File: src/rtl/fir_ctrl_pkg.sv
// Shared types and constants for the FIR stream scheduler.
// Latency: n/a (declarations only).
// Backpressure: n/a.
package fir_ctrl_pkg;

  localparam int SAMPLE_W = 16;
  localparam int BATCH_N  = 1000;
  localparam int CNT_W    = 10;

  typedef enum logic [2:0] {
    IDLE,
    ISSUE,
    WAIT_DONE,
    COEFF_START,
    COEFF_WAIT
  } sched_state_t;

endpackage

File: src/rtl/fir_result_fifo.sv
// Synchronous result FIFO holding {err, fir_out} entries with an occupancy count.
// Latency: a push is visible at the head one cycle later; head is read combinationally.
// Backpressure: push ignored when full unless a pop happens on the same cycle; pop ignored when empty.
module fir_result_fifo #(
  parameter int W     = 17,
  parameter int DEPTH = 4,
  localparam int AW   = $clog2(DEPTH)
) (
  input  logic          clk,
  input  logic          rst,
  input  logic          push,
  input  logic [W-1:0]  push_dat,
  input  logic          pop,
  output logic          pop_vld,
  output logic [W-1:0]  pop_dat,
  output logic [AW:0]   count,
  output logic          full
);

  localparam logic [AW:0] DEPTH_C = (AW+1)'(DEPTH);

  logic [W-1:0]  mem_q [DEPTH];
  logic [W-1:0]  mem_d [DEPTH];
  logic [AW-1:0] wr_ptr_q, wr_ptr_d;
  logic [AW-1:0] rd_ptr_q, rd_ptr_d;
  logic [AW:0]   count_q, count_d;
  logic          do_push;
  logic          do_pop;

  assign full    = (count_q == DEPTH_C);
  assign pop_vld = (count_q != '0);
  assign pop_dat = mem_q[rd_ptr_q];
  assign count   = count_q;

  // Next-state for storage, pointers and occupancy; simultaneous push/pop when full keeps count.
  always_comb begin
    mem_d    = mem_q;
    wr_ptr_d = wr_ptr_q;
    rd_ptr_d = rd_ptr_q;
    count_d  = count_q;
    do_pop   = pop && (count_q != '0);
    do_push  = push && (!full || do_pop);
    if (do_push) begin
      mem_d[wr_ptr_q] = push_dat;
      wr_ptr_d        = wr_ptr_q + 1'b1;
    end
    if (do_pop) begin
      rd_ptr_d = rd_ptr_q + 1'b1;
    end
    case ({do_push, do_pop})
      2'b10:   count_d = count_q + 1'b1;
      2'b01:   count_d = count_q - 1'b1;
      default: count_d = count_q;
    endcase
  end

  // Storage and pointer registers with synchronous flush.
  always_ff @(posedge clk) begin
    if (rst) begin
      for (int i = 0; i < DEPTH; i++) mem_q[i] <= '0;
      wr_ptr_q <= '0;
      rd_ptr_q <= '0;
      count_q  <= '0;
    end else begin
      mem_q    <= mem_d;
      wr_ptr_q <= wr_ptr_d;
      rd_ptr_q <= rd_ptr_d;
      count_q  <= count_d;
    end
  end

endmodule

File: src/rtl/fir_stream_scheduler.sv
// Arbitrates the shared FIR datapath between the sample stream and coefficient reloads.
// Latency: sample accept -> data_ready next cycle; filter done -> out_valid next cycle.
// Backpressure: in_ready only while idle, no reload pending and the result FIFO has credit.
module fir_stream_scheduler
  import fir_ctrl_pkg::*;
#(
  parameter int OUT_DEPTH = 4
) (
  input  logic                clk,
  input  logic                rst,
  input  logic                in_valid,
  input  logic [SAMPLE_W-1:0] in_data,
  output logic                in_ready,
  input  logic                coeff_req,
  output logic                coeff_start,
  input  logic                coeff_busy,
  output logic                data_ready,
  output logic [SAMPLE_W-1:0] sample_data,
  input  logic                modwait,
  input  logic [SAMPLE_W-1:0] fir_out,
  input  logic                err,
  output logic                out_valid,
  output logic [SAMPLE_W-1:0] out_data,
  output logic                out_err,
  input  logic                out_ready,
  output logic                one_k_samples
);

  localparam int AW = $clog2(OUT_DEPTH);

  sched_state_t        state_q, state_d;
  logic [SAMPLE_W-1:0] sample_data_q, sample_data_d;
  logic                data_ready_q, data_ready_d;
  logic                coeff_start_q, coeff_start_d;
  logic                one_k_q, one_k_d;
  logic [CNT_W-1:0]    bcount_q, bcount_d;

  logic [AW:0]         fifo_count;
  logic                fifo_full;
  logic                inflight;
  logic                credit_ok;
  logic                push;

  // One sample is in flight from ISSUE until its result is pushed; it has a reserved FIFO slot.
  assign inflight  = (state_q == ISSUE) || (state_q == WAIT_DONE);
  assign credit_ok = (int'(fifo_count) + int'(inflight)) < OUT_DEPTH;
  assign in_ready  = (state_q == IDLE) && !coeff_req && credit_ok;
  assign push      = (state_q == WAIT_DONE) && !modwait;

  assign data_ready    = data_ready_q;
  assign sample_data   = sample_data_q;
  assign coeff_start   = coeff_start_q;
  assign one_k_samples = one_k_q;

  fir_result_fifo #(
    .W     (SAMPLE_W + 1),
    .DEPTH (OUT_DEPTH)
  ) u_fifo (
    .clk      (clk),
    .rst      (rst),
    .push     (push),
    .push_dat ({err, fir_out}),
    .pop      (out_ready),
    .pop_vld  (out_valid),
    .pop_dat  ({out_err, out_data}),
    .count    (fifo_count),
    .full     (fifo_full)
  );

  // State register plus registered outputs and batch counter.
  always_ff @(posedge clk) begin
    if (rst) begin
      state_q       <= IDLE;
      sample_data_q <= '0;
      data_ready_q  <= 1'b0;
      coeff_start_q <= 1'b0;
      one_k_q       <= 1'b0;
      bcount_q      <= '0;
    end else begin
      state_q       <= state_d;
      sample_data_q <= sample_data_d;
      data_ready_q  <= data_ready_d;
      coeff_start_q <= coeff_start_d;
      one_k_q       <= one_k_d;
      bcount_q      <= bcount_d;
    end
  end

  // Next-state: a reload request wins over a sample offered on the same cycle.
  always_comb begin
    state_d = state_q;
    case (state_q)
      IDLE: begin
        if (coeff_req && !modwait)    state_d = COEFF_START;
        else if (in_valid && in_ready) state_d = ISSUE;
      end
      ISSUE:       if (modwait)     state_d = WAIT_DONE;
      WAIT_DONE:   if (!modwait)    state_d = IDLE;
      COEFF_START:                  state_d = COEFF_WAIT;
      COEFF_WAIT:  if (!coeff_busy) state_d = IDLE;
      default:                      state_d = IDLE;
    endcase
  end

  // Output next-values: data_ready held until the filter reports busy; coeff_start is one cycle.
  always_comb begin
    sample_data_d = sample_data_q;
    data_ready_d  = 1'b0;
    coeff_start_d = 1'b0;
    case (state_q)
      IDLE: begin
        if (coeff_req && !modwait) begin
          coeff_start_d = 1'b1;
        end else if (in_valid && in_ready) begin
          data_ready_d  = 1'b1;
          sample_data_d = in_data;
        end
      end
      ISSUE:   data_ready_d = !modwait;
      default: data_ready_d = 1'b0;
    endcase
  end

  // Result counter: wraps at BATCH_N with a one-cycle pulse; a completed reload restarts it.
  always_comb begin
    bcount_d = bcount_q;
    one_k_d  = 1'b0;
    if (push) begin
      if (bcount_q == CNT_W'(BATCH_N - 1)) begin
        bcount_d = '0;
        one_k_d  = 1'b1;
      end else begin
        bcount_d = bcount_q + 1'b1;
      end
    end
    if ((state_q == COEFF_WAIT) && !coeff_busy) begin
      bcount_d = '0;
    end
  end

  a_no_push_when_full: assert property (@(posedge clk) disable iff (rst) !(push && fifo_full));

endmodule

File: config.mk
export PLATFORM = sky130hd
export DESIGN_NAME = fir_stream_scheduler
export DESIGN_NICKNAME = d
export VERILOG_FILES = /design/src/rtl/fir_ctrl_pkg.sv /design/src/rtl/fir_result_fifo.sv /design/src/rtl/fir_stream_scheduler.sv
export SDC_FILE = /design/constraint.sdc
export NUM_CORES = 1
export LEC_CHECK = 0
export BUFFER_PORTS_ARGS = -buffer_cell sky130_fd_sc_hd__buf_2
export CAP_MARGIN = 30
export CORE_MARGIN = 5
export CORE_UTILIZATION = 56
export CTS_CLUSTER_DIAMETER = 40
export DETAILED_ROUTE_END_ITERATION = 8
export GPL_TIMING_DRIVEN = 0
export PLACE_DENSITY = 0.85
export SYNTH_ARGS = -nofsm -noshare
export SYNTH_HDL_FRONTEND = slang
export SYNTH_HIERARCHICAL = 1
export SYNTH_SLANG_ARGS = --single-unit
File: constraint.sdc
create_clock -name clk -period 4.3 [get_ports clk]
set_input_delay 1.29 -clock clk [delete_from_list [all_inputs] [get_ports clk]]
set_output_delay 1.29 -clock clk [all_outputs]
set_load 0.05 [all_outputs]
; Word level (Yosys, flattened, before mapping)
; Index checks and enable logic that the tools add are counted.
[classes]
n_addsub = 6
n_eq_ne = 12
n_mux = 19
bitwise = 5
reduce_logical = 23
n_lt_le_gt_ge = 4
[ops]
columns = operator, n
row1 = bitwise mux 68 bit, 1
row2 = two-way mux 17 bit, 3
row3 = binary-select mux 17 bit (select 2 bit), 1
row4 = demux 17 bit (select 2 bit), 1
row5 = two-way mux 3 bit, 5
row6 = one-hot mux 3 bit (5 select lines), 1
row7 = "adder 10 x 1 -> 10 bit, second input constant", 1
row8 = "equality test 10 bit, second input constant", 1
row9 = two-way mux 10 bit, 1
row10 = logical AND 1 bit, 9
row11 = "equality test 3 x 2 -> 1 bit, second input constant", 2
row12 = "equality test 3 bit, second input constant", 2
row13 = "greater-or-equal comparator 3 bit, second input constant", 2
row14 = "inequality test 2 bit, second input constant", 3
row15 = NOT 2 -> 3 bit, 2
row16 = one-hot mux 3 bit (2 select lines), 1
row17 = OR reduction 2 bit, 3
row18 = "adder 2 x 1 -> 2 bit, second input constant", 2
row19 = adder 3 x 1 -> 4 bit, 1
row20 = zero test 1 bit, 4
row21 = "less-than comparator 4 x 3 -> 1 bit, second input constant", 1
row22 = two-way mux 1 bit, 4
row23 = AND reduction 4 bit, 1
row24 = "adder 3 x 1 -> 3 bit, second input constant", 1
row25 = 13 further kinds, 16
[word_totals]
register_bits = 107
wordCells = 82

; Longest topological paths before layout
; Gate-level depths: netlist (run 1).
[depth]
depth_word = 9
ltp_mapped = 12

; By module
; Netlist (run 1), hierarchy kept.
[modules_own_cells]
columns = module, n_inst, area_per_inst_um2, cells_per_inst
row1 = fir_result_fifo, 1, 3570.9, 311
row2 = fir_stream_scheduler, 1, 1305.0, 134

; Worst setup path after synthesis (run 1)
; Ideal clock, no wire load.
[synth_timing]
path_type = input to register
start = input port modwait
end = register u_fifo.count_q[2] (netlist: u_fifo/count[2])
cell_stages = 12
path_slack_ns = 0.774
t_arrival_ns = 3.456
path_buffers = 2
path_cell_list = or4b_1 buf_6 inv_1 clkbuf_1 and2_1 inv_1 ha_1 inv_1 fa_1 xor2_1 or3_1 a21oi_1
[synth_between]
elab_chain_cells = 5
word_cells_on_any_way = 7
cone_classes = 2 x eq/ne / 1 x mux / 4 x reduce/logical
[synth_lines]
columns = item, line_no
row1 = from (decl), fir_stream_scheduler.sv:19  ; input logic modwait,
row2 = zero test 1 bit (*), fir_stream_scheduler.sv:48  ; assign push = (state_q == WAIT_DONE) && !modwait;
row3 = logical AND 1 bit (*), fir_stream_scheduler.sv:48
row4 = named net push, fir_stream_scheduler.sv:42  ; logic push;
row5 = logical AND 1 bit (*), fir_result_fifo.sv:42  ; do_push = push && (!full || do_pop);
row6 = equality test 2 x 1 -> 1 bit or equality test 2 bit (tied branches), fir_result_fifo.sv:50  ; case ({do_push, do_pop})
row7 = one-hot mux 3 bit (2 select lines) or nonzero test 2 bit (tied branches), -
row8 = to (signal assigned), fir_result_fifo.sv:68  ; count_q <= count_d;
row9 = to (decl), fir_result_fifo.sv:26  ; logic [AW:0] count_q, count_d;
; Mark *: on every way through the listed nets, which the timed path passes. The rest lies on a longest branch.
; A chain may end at the register's enable or synchronous reset.

; Worst setup path in the final report (run 1)
; Ends and elaborated chain as after synthesis.

==> results by group, run 1 <==
STA
  • Worst-Margin Slew: ~0.68 ns
  • Slew Viols, Final: 0
  • Max frequency: around 280 MHz
  • Setup Skew: 0.00767 ns
  • Period Utilization, post-route: between 80 and 90%
  • RSZ-0062 raised after global routing: no
  • Final hold violation count: 0
  • Post-layout minimum cycle time: 3.57 ns
  • Final setup fails: 0
  • Slew HR: 54.5%
  • TNS Setup: 0 ns

Detailed routing
  • Via density: approximately 5.4
  • Initial DRC Count: 74
  • DRC viols: 0
  • Post-route ant nets: 0
  • Vias: roughly 3500
  • Initial DRT Pass Iterations: 4
  • Routed wire length: 10300 um
  • Mean routed wirelength per cell: 15.9 um

Critical path
  • WP data arrival: 3.86 ns
  • Critical path required time: 4.59 ns
  • CP max stage delay: 0.48 ns
  • Max Fanout on Critical Path: 9
  • Crit path top cell by count: inv_1
  • Reg2reg setup slack: between 1 and 1.5 ns
  • Kind of critical path: input pin to flop
  • Slowest cell on crit path: or4b_1
  • Critical path capture point type: flop
  • Worst-path cell chain: buf_2, or4b_1, buf_6, inv_1, clkbuf_1, and2_1, inv_1, ha_1, inv_1, fa_1, xor2_1, or3_1, a21oi_1
  • CP startpoint kind: input pin

Global route
  • Largest net degree at the start of global routing: 18
  • Initial antenna violation count: 0
  • Vias in the first global route: 3692
  • First-pass GRT wire length: 17000 um
  • Total gr overflow: 0
  • GRT Resource Usage Total: 20.4%

Clock tree
  • Resize count post-CTS: 0
  • Num CTS Buffers: 9
  • CTS tree: yes
  • Clock Sinks: 107
  • # hold bufs at CTS: 0
  • Clock slew seen by the registers of the worst setup and hold paths: 0.10 ns
  • H-tree depth: 3
  • CTS Buffer Depth: 2
  • Post-CTS setup buffer count: 0
  • Worst-Skew Late Latency: 0.37 ns
  • Root Buffer: clkbuf_8

Pwr
  • P_leak: 2.56 nW
  • Cell Pwr Density: approximately 330 mW/mm^2
  • Power, Total: ~1.8 mW
  • Worst VDD drop: 0.188 mV

Place
  • IO buf count: 77
  • Placer Congestion: 0.798
  • DPL Wire Length: ~7400 um
  • Placed Area: between 0.005 and 0.006 mm^2

Floorplan
  • Core Region: 0.00859 mm^2
  • Die Height: 103 um
  • Initial Utilization: between 50% and 60%
  • Top Ports: 78
  • Area of the die: 0.0107 mm^2
  • Rows: 34
  • Die width: slightly above 100 um

Synth
  • Post-Syn Instances: 444
  • Syn Std Cell Area: 0.00487 mm^2
  • Syn_nets: 491
  • Syn avg cell area: approximately 11 um^2
  • Syn. warnings: 6

Finish
  • P&R area growth vs syn: 14.2%
  • # diodes: 0
  • Final net count: 579
  • Filler cell count: 699
  • Fin area: ~0.0056 mm^2
  • Share of cells above drive strength 1: 24.4%

Run
  • Maxcap violations: 0

Run status
  • Outcome: completed

Hold path
  • Hold Path Class: flop to flop
==> cell type report <==
cell class / count / area [um^2] / area share [%]
sequential: 107 / 2140 / 38.5
clock buffer: 11 / 131 / 2.36
tap: 108 / 135 / 2.43
multi-input combinational: 300 / 2500 / 45.0
timing repair buffer: 77 / 385 / 6.93
clock inverter: 5 / 38.8 / 0.698
buffer: 28 / 193 / 3.47
inverter: 9 / 33.8 / 0.608
==> per-stage QoR <==
stage | setup slack (ns) | utilization, % | instances | hold WS [ns]
2_1_floorplan | 0.774 | - | 444 | 0.446
3_3_place_gp | 0.503 | 62.7 | 629 | 0.455
3_5_place_dp | 0.359 | 62.7 | 629 | 0.466
4_1_cts | 0.743 | 64.7 | 645 | 0.482
5_1_grt | 0.555 | 64.7 | 645 | 0.500
6_report | 0.728 | 64.7 | 645 | 0.480
==> critical path, delay by kind of cell <==
| family | cells | cell delay, ns |
|---|---|---|
| AO/OA/AOI/OAI | 1 | 0.16 |
| XOR/XNOR | 1 | 0.08 |
| adder cells (fa/ha/maj) | 2 | 0.42 |
| buffers and inverters | 6 | 0.91 |
| AND/OR/NAND/NOR | 3 | 1.01 |
==> layer usage <==
layer,up-vias,part of all wire (%),global-route usage [%]
met5,-,0,0
met4,0,2.0,6.27
met3,17,6.1,5.90
met2,102,51,37.0
met1,1645,41,23.1
li1,1702,-,-
==> power breakdown <==
part | internal, mW | switching, mW
clock | 0.214 | 0.333
sequential | 1.01 | 0.0169
combinational | 0.101 | 0.171
total | 1.33 | 0.521
==> flip-flops by register name, summed over array words and instances (netlist names) <==
register	count
coeff_start	1
one_k_samples	1
u_fifo/mem_q	68
u_fifo/rd_ptr_q	2
bcount_q	10
state_q	3
u_fifo/count	3
sample_data	16
data_ready	1
u_fifo/wr_ptr_q	2
==> placed cells by master, fill, tap and decap left out, types with 2 or more instances in the layout <==
cell      instances
clkbuf_8          9
xnor2_1           9
nand2b_1         86
inv_1             9
xor2_1            5
nand3_1           9
buf_6             6
clkbuf_1         16
and3_4            2
nand3b_1          2
mux2i_1          84
a21oi_1           5
and2_1            3
clkinv_4          2
mux4_2           17
o21ai_0           3
nor3_1            5
nor4_2            2
or4b_1            2
nand4b_1          2
nand2_1           7
dfxtp_1         107
or3_1             2
buf_2            82
ha_1              6
nor2_1           36
buf_12            2
==> path summary, 6_finish.rpt <==
path,startpoint,to,depth (start not counted)
worst max-delay path,modwait,u_fifo/count[2],13
worst min-delay path,u_fifo/mem_q[66],u_fifo/mem_q[66],2
worst max register to register,state_q[1],u_fifo/count[2],12
worst min register to register,u_fifo/mem_q[66],u_fifo/mem_q[66],2
(Power assumes the default switching activity.)
==> run 2, diff against run 1 <==
- clock period: 4.3 -> 3.3 ns (I/O delays scaled with it)
==> run 2 against run 1 <==
Effect of this change: clock-buffer cell count unchanged; sequential cell count unchanged; via count up 0.14%; wire length down 0.35%; clock skew about the same; global-route usage unchanged; combinational power up 29%; non-clock buffer count down 2.
==> results by group, run 2 (synthesis results as in run 1) <==
Global route
  • Initial antenna violation count: 0 (unchanged)
  • Vias in the first global route: 3692 (unchanged)
  • First-pass GRT wire length: 17000 um (unchanged)
  • Total gr overflow: 0 (unchanged)
  • GRT Resource Usage Total: 20.4% (unchanged)
  • Largest net degree at the start of global routing: 18 (unchanged)

Finish
  • Fin area: 0.00555 mm^2 (-0.13%)
  • P&R area growth vs syn: 14.0%
  • Most flops, register: u_fifo/mem_q
  • Final net count: 577 (-0.35%)
  • Share of cells above drive strength 1: 24.5% (+0.091 points)
  • Post-Layout Cell Count: 643 (-0.31%)
  • # diodes: 0 (unchanged)
  • Max FFs per register: 68 (unchanged)
  • Commonest non-fill, non-tap cells in the layout: 107 x dfxtp_1, 86 x nand2b_1, 84 x mux2i_1
  • Most common cell after layout, fill and taps aside: dfxtp_1

Place
  • Placer Congestion: 0.798 (unchanged)
  • DPL Wire Length: 7380 um (unchanged)
  • Placed Instances: 629 (unchanged)
  • IO buf count: 77 (unchanged)
  • Placed Area: 0.00539 mm^2 (unchanged)

STA
  • Worst-Margin Slew: 0.553 ns (-0.130 ns)
  • Setup Skew: 0.00750 ns (-0.000165 ns)
  • Final hold violation count: 0 (unchanged)
  • Slew Viols, Final: 0 (unchanged)
  • Final setup fails: 0 (unchanged)
  • Post-layout minimum cycle time: 3.12 ns
  • Slew HR: 63.1% (+8.6 points)
  • Max frequency: ~320 MHz
  • TNS Setup: 0 ns (unchanged)
  • RSZ-0062 raised after global routing: no
  • Period Utilization, post-route: 94.7%

Clock tree
  • H-tree depth: 3 (unchanged)
  • Clock Sinks: 107 (unchanged)
  • CTS Buffer Depth: 2 (unchanged)
  • Resize count post-CTS: 0 (unchanged)
  • Worst-Skew Late Latency: 0.36 ns (about the same)
  • Clock slew seen by the registers of the worst setup and hold paths: 0.10 ns (about the same)
  • Num CTS Buffers: 9 (unchanged)
  • Root Buffer: clkbuf_8
  • CTS tree: yes

Detailed routing
  • DRC viols: 0 (unchanged)
  • Via density: 5.40 (+0.46%)
  • Mean routed wirelength per cell: 15.9 um (about the same)
  • Initial DRT Pass Iterations: 4 (unchanged)
  • Post-route ant nets: 0 (unchanged)
  • Initial DRC Count: 58 (-22%)
  • Routed wire length: 10200 um (-0.35%)
  • Vias: 3471 (+0.14%)

Run
  • Maxcap violations: 0 (unchanged)

Critical path
  • Crit path top cell by count: buf_2
  • Crit path buf inv count: 3 (-3)
  • Kind of critical path: flop to output pin
  • Largest delay contributor family on the critical path: buffers and inverters
  • Max Fanout on Critical Path: 10 (+1)
  • CP startpoint kind: flop
  • WP data arrival: 2.13 ns (-1.73 ns)
  • Slowest cell on crit path: mux4_2
  • Worst-path cell chain: buf_2, buf_2, mux4_2, buf_2
  • Critical path capture point type: output pin
  • Critical path required time: 2.31 ns (-2.28 ns)
  • CP max stage delay: 0.56 ns (+0.08 ns)

Floorplan
  • Top Ports: 78 (unchanged)
  • Core Region: 0.00859 mm^2 (unchanged)
  • Die Height: 103 um (unchanged)
  • Die width: 103 um (unchanged)
  • Initial Utilization: 56.7% (unchanged)
  • Rows: 34 (unchanged)
  • Area of the die: 0.0107 mm^2 (unchanged)

Pwr
  • Worst VDD drop: 0.245 mV (+30%)
  • P_leak: 2.56 nW (about the same)
  • Power, Total: 2.40 mW (+30%)
  • Cell Pwr Density: 433 mW/mm^2 (+30%)

Hold path
  • Hold Path Class: flop to flop

Run status
  • Outcome: completed
## run 2: power by group
part	total (mW)	internal (mW)	leakage (nW)	switching [mW]
Sequential	1.34	1.32	0.865	0.0220
Combinational	0.351	0.130	1.61	0.221
Clock	0.711	0.279	0.0839	0.432
Total	2.40	1.73	2.56	0.674
## run 2: timing repair
| action | 4_1_cts | 5_1_grt |
|---|---|---|
| buffers inserted | 0 | 0 |
| hold buffers | 0 | 0 |
| setup endpoints to repair | 0 | 3 |
## run 2: cell type report
| cell class | count | area [um^2] |
|---|---|---|
| fillers | 700 | 3040 |
| multi-input cells | 300 | 2500 |
| flip-flops and latches | 107 | 2140 |
| repair buffers | 77 | 385 |
| plain buffers | 26 | 185 |
| well taps | 108 | 135 |
| clock buffers | 11 | 131 |
| clock inverters | 5 | 38.8 |
| inverters | 9 | 33.8 |
## run 2: worst paths after layout
path,start,endpoint,slack [ns],cells after the start
worst max-delay path,u_fifo/rd_ptr_q[1],out_data[9],0.18,4
worst min-delay path,u_fifo/mem_q[66],u_fifo/mem_q[66],0.48,2
worst max register to register,state_q[1],u_fifo/count[2],0.52,11
worst min register to register,u_fifo/mem_q[66],u_fifo/mem_q[66],0.48,2
## run 2: per-layer routing
metal,up-vias,part of all wire (%),global-route usage (%)
li1,1692,-,-
met1,1647,41,23.1
met2,116,51,37.0
met3,16,6.4,5.90
met4,0,1.8,6.27
met5,-,0,0
## run 2: tightest hold or removal path, cell delays in order, from the launching register on
cell and delay [ns]:
dfxtp_1 0.32, nand2b_1 0.06, mux2i_1 0.06
## run 2: per-stage QoR
step | utilization (%) | setup WS, ns | hold slack, ns
final | 64.6 | 0.176 | 0.480
after global routing | 64.6 | 0.0446 | 0.500
after global placement | 62.7 | -0.197 | 0.455
after CTS | 64.7 | 0.0431 | 0.482
after detailed placement | 62.7 | -0.341 | 0.466
after floorplan | - | 0.0740 | 0.446
==> run 3, diff against run 2 <==
- RECOVER_POWER: not set -> 100
==> run 3 against run 2 <==
Effect of this change: wire length is 0.43% lower; total power is 0.47% lower; global-route usage stayed put; die area stayed put; first-iteration DRC count is 33% higher; setup slack worse by 0.015 ns; worst hold slack hardly changed; sequential share of layout area is 0.96 points higher; largest power group unchanged.
==> results by group, run 3 (synthesis results as in run 1) <==
Floorplan
  • Top Ports: 78 (unchanged)
  • Rows: 34 (unchanged)
  • Die width: 103 um (unchanged)
  • Die Height: 103 um (unchanged)
  • Initial Utilization: 56.7% (unchanged)
  • Area of the die: 0.0107 mm^2 (unchanged)
  • Core Region: 0.00859 mm^2 (unchanged)

Detailed routing
  • Initial DRC Count: 77 (+33%)
  • DRC viols: 0 (unchanged)
  • Vias: 3441 (-0.86%)
  • Initial DRT Pass Iterations: 4 (unchanged)
  • Routed wire length: 10200 um (-0.43%)
  • Mean routed wirelength per cell: 15.9 um (-0.43%)
  • Via density: 5.35 (-0.86%)
  • Post-route ant nets: 0 (unchanged)

Critical path
  • Setup crit end: out_data[9]
  • Reg2reg setup slack: 0.55 ns (+0.03 ns)
  • Critical path capture point type: output pin
  • Worst Reg2Reg Path Length in Cells: 11 (unchanged)
  • Kind of critical path: flop to output pin
  • Slowest cell on crit path: mux4_2
  • Crit path from: u_fifo/rd_ptr_q[1]
  • Crit path top cell by count: buf_2
  • CP startpoint kind: flop
  • WP data arrival: 2.15 ns (+0.02 ns)
  • Worst-path cell chain: buf_2, clkbuf_2, mux4_2, buf_2
  • Worst r2r dst: u_fifo/count[2]
  • Max Fanout on Critical Path: 10 (unchanged)
  • Critical path required time: 2.31 ns (about the same)
  • Worst r2r src: state_q[0]
  • CP max stage delay: 0.57 ns (about the same)

Finish
  • Share of cells above drive strength 1: 16.4% (-8.0 points)
  • # diodes: 0 (unchanged)
  • P&R area growth vs syn: 11.3%
  • Most common cell after layout, fill and taps aside: dfxtp_1
  • Footprint of the multi-input gates: 0.00247 mm^2 (-1.1%)
  • Max FFs per register: 68 (unchanged)
  • Filler cell count: 726 (+3.7%)
  • Commonest non-fill, non-tap cells in the layout: 107 x dfxtp_1, 86 x nand2b_1, 84 x mux2i_1
  • Reg area: 0.00214 mm^2 (unchanged)
  • Final net count: 577 (unchanged)
  • Most flops, register: u_fifo/mem_q

STA
  • Slew Viols, Final: 0 (unchanged)
  • Max frequency: 319 MHz (-0.47%)
  • RSZ-0062 raised after global routing: no
  • Setup Skew: 0.00902 ns (+0.00152 ns)
  • Hold Slack: 0.480 ns (-0.000396 ns)
  • Post-layout minimum cycle time: 3.14 ns (+0.0147 ns)
  • Worst-Margin Slew: 0.992 ns (+0.440 ns)
  • Final setup fails: 0 (unchanged)
  • Final hold violation count: 0 (unchanged)
  • Worst Setup Slack, final: 0.161 ns (-0.0147 ns)
  • TNS Setup: 0 ns (unchanged)
  • Slew HR: 33.1% (-30 points)
  • Period Utilization, post-route: 95.1% (+0.45 points)

Global route
  • GR Layer Usage met1: 23.1% (unchanged)
  • Total gr overflow: 0 (unchanged)
  • First-pass GRT wire length: 17000 um (unchanged)
  • GRT Resource Usage Total: 20.4% (unchanged)
  • Initial antenna violation count: 0 (unchanged)
  • GRT met2 Usage: 37.0% (unchanged)
  • Gr busiest metal: met2
  • Largest net degree at the start of global routing: 18 (unchanged)
  • GRT met3 Usage: 5.90% (unchanged)
  • Vias in the first global route: 3692 (unchanged)

Pwr
  • Worst VDD drop: 0.244 mV (-0.27%)
  • Cell Pwr Density: 442 mW/mm^2 (+2.0%)
  • Power, Total: 2.39 mW (-0.47%)
  • P_leak: 2.38 nW (-7.0%)

Place
  • IO buf count: 77 (unchanged)
  • Pre-CTS setup slack: -0.341 ns (unchanged)
  • Placer Congestion: 0.798 (unchanged)
  • DPL Wire Length: 7380 um (unchanged)

Clock tree
  • Num CTS Buffers: 9 (unchanged)
  • CTS tree: yes
  • H-tree depth: 3 (unchanged)
  • CTS Buffer Depth: 2 (unchanged)
  • Worst-Skew Late Latency: 0.36 ns (about the same)
  • Root Buffer: clkbuf_8
  • Post-CTS setup buffer count: 0 (unchanged)
  • Clock Sinks: 107 (unchanged)
  • Clock slew seen by the registers of the worst setup and hold paths: 0.10 ns (about the same)

Run status
  • Outcome: completed

Hold path
  • Hold Path Class: flop to flop

Run
  • Maxcap violations: 0 (unchanged)
## run 3: cell count changes in the layout (fill, tap and decap cells not counted), sizes merged
cell,previous run,this run
buf,91,42
clkbuf,23,72
## run 3: timing repair
| action | CTS | global route |
|---|---|---|
| hold buffers | 0 | 0 |
| endpoints found under the setup margin | 0 | 3 |
| resized for setup | 0 | 0 |
## run 3: area by class of cell
class	instances	share of cell area [%]
Clock buffer	11	2.42
Clock inverter	5	0.716
Buffer	26	2.15
Inverter	9	0.624
Tap cell	108	2.49
Timing Repair Buffer	77	6.40
Multi-Input combinational cell	300	45.7
Sequential cell	107	39.5
## run 3: worst min-delay path by stage
stage / end / cells after the start / start / slack (ns)
detailed placement: u_fifo/mem_q[8] / 2 / u_fifo/mem_q[8] / 0.47
floorplan: u_fifo/mem_q[10] / 2 / u_fifo/mem_q[10] / 0.45
CTS: u_fifo/mem_q[11] / 2 / u_fifo/mem_q[11] / 0.48
finish: u_fifo/mem_q[13] / 2 / u_fifo/mem_q[13] / 0.48
global placement: u_fifo/mem_q[19] / 2 / u_fifo/mem_q[19] / 0.46
global route: u_fifo/mem_q[63] / 2 / u_fifo/mem_q[63] / 0.50
## run 3: layer usage
| metal | vias up | routed length [um] |
|---|---|---|
| met1 | 1650 | 4230 |
| met3 | 18 | 547 |
| met5 | - | 0 |
| met4 | 0 | 191 |
| met2 | 82 | 5230 |
| li1 | 1691 | - |
## run 3: metrics by stage
stage / utilization [%] / instances / instance area, um^2
after global routing: 63.0 / 643 / 5420
after floorplan: - / 444 / 4870
after global placement: 62.7 / 629 / 5390
after detailed placement: 62.7 / 629 / 5390
final: 63.0 / 643 / 5420
after CTS: 64.7 / 645 / 5560
## run 3: worst max-delay path: cells and delay by family (launching register included)
kind                   cells  cell delay [ns]
DFF                        1             0.31
muxes                      1             0.57
buffers and inverters      3             0.91
## run 3: where the power goes
group / internal, mW / total (mW) / switching (mW)
clock: 0.279 / 0.711 / 0.431
sequential: 1.32 / 1.34 / 0.0223
combinational: 0.120 / 0.340 / 0.220
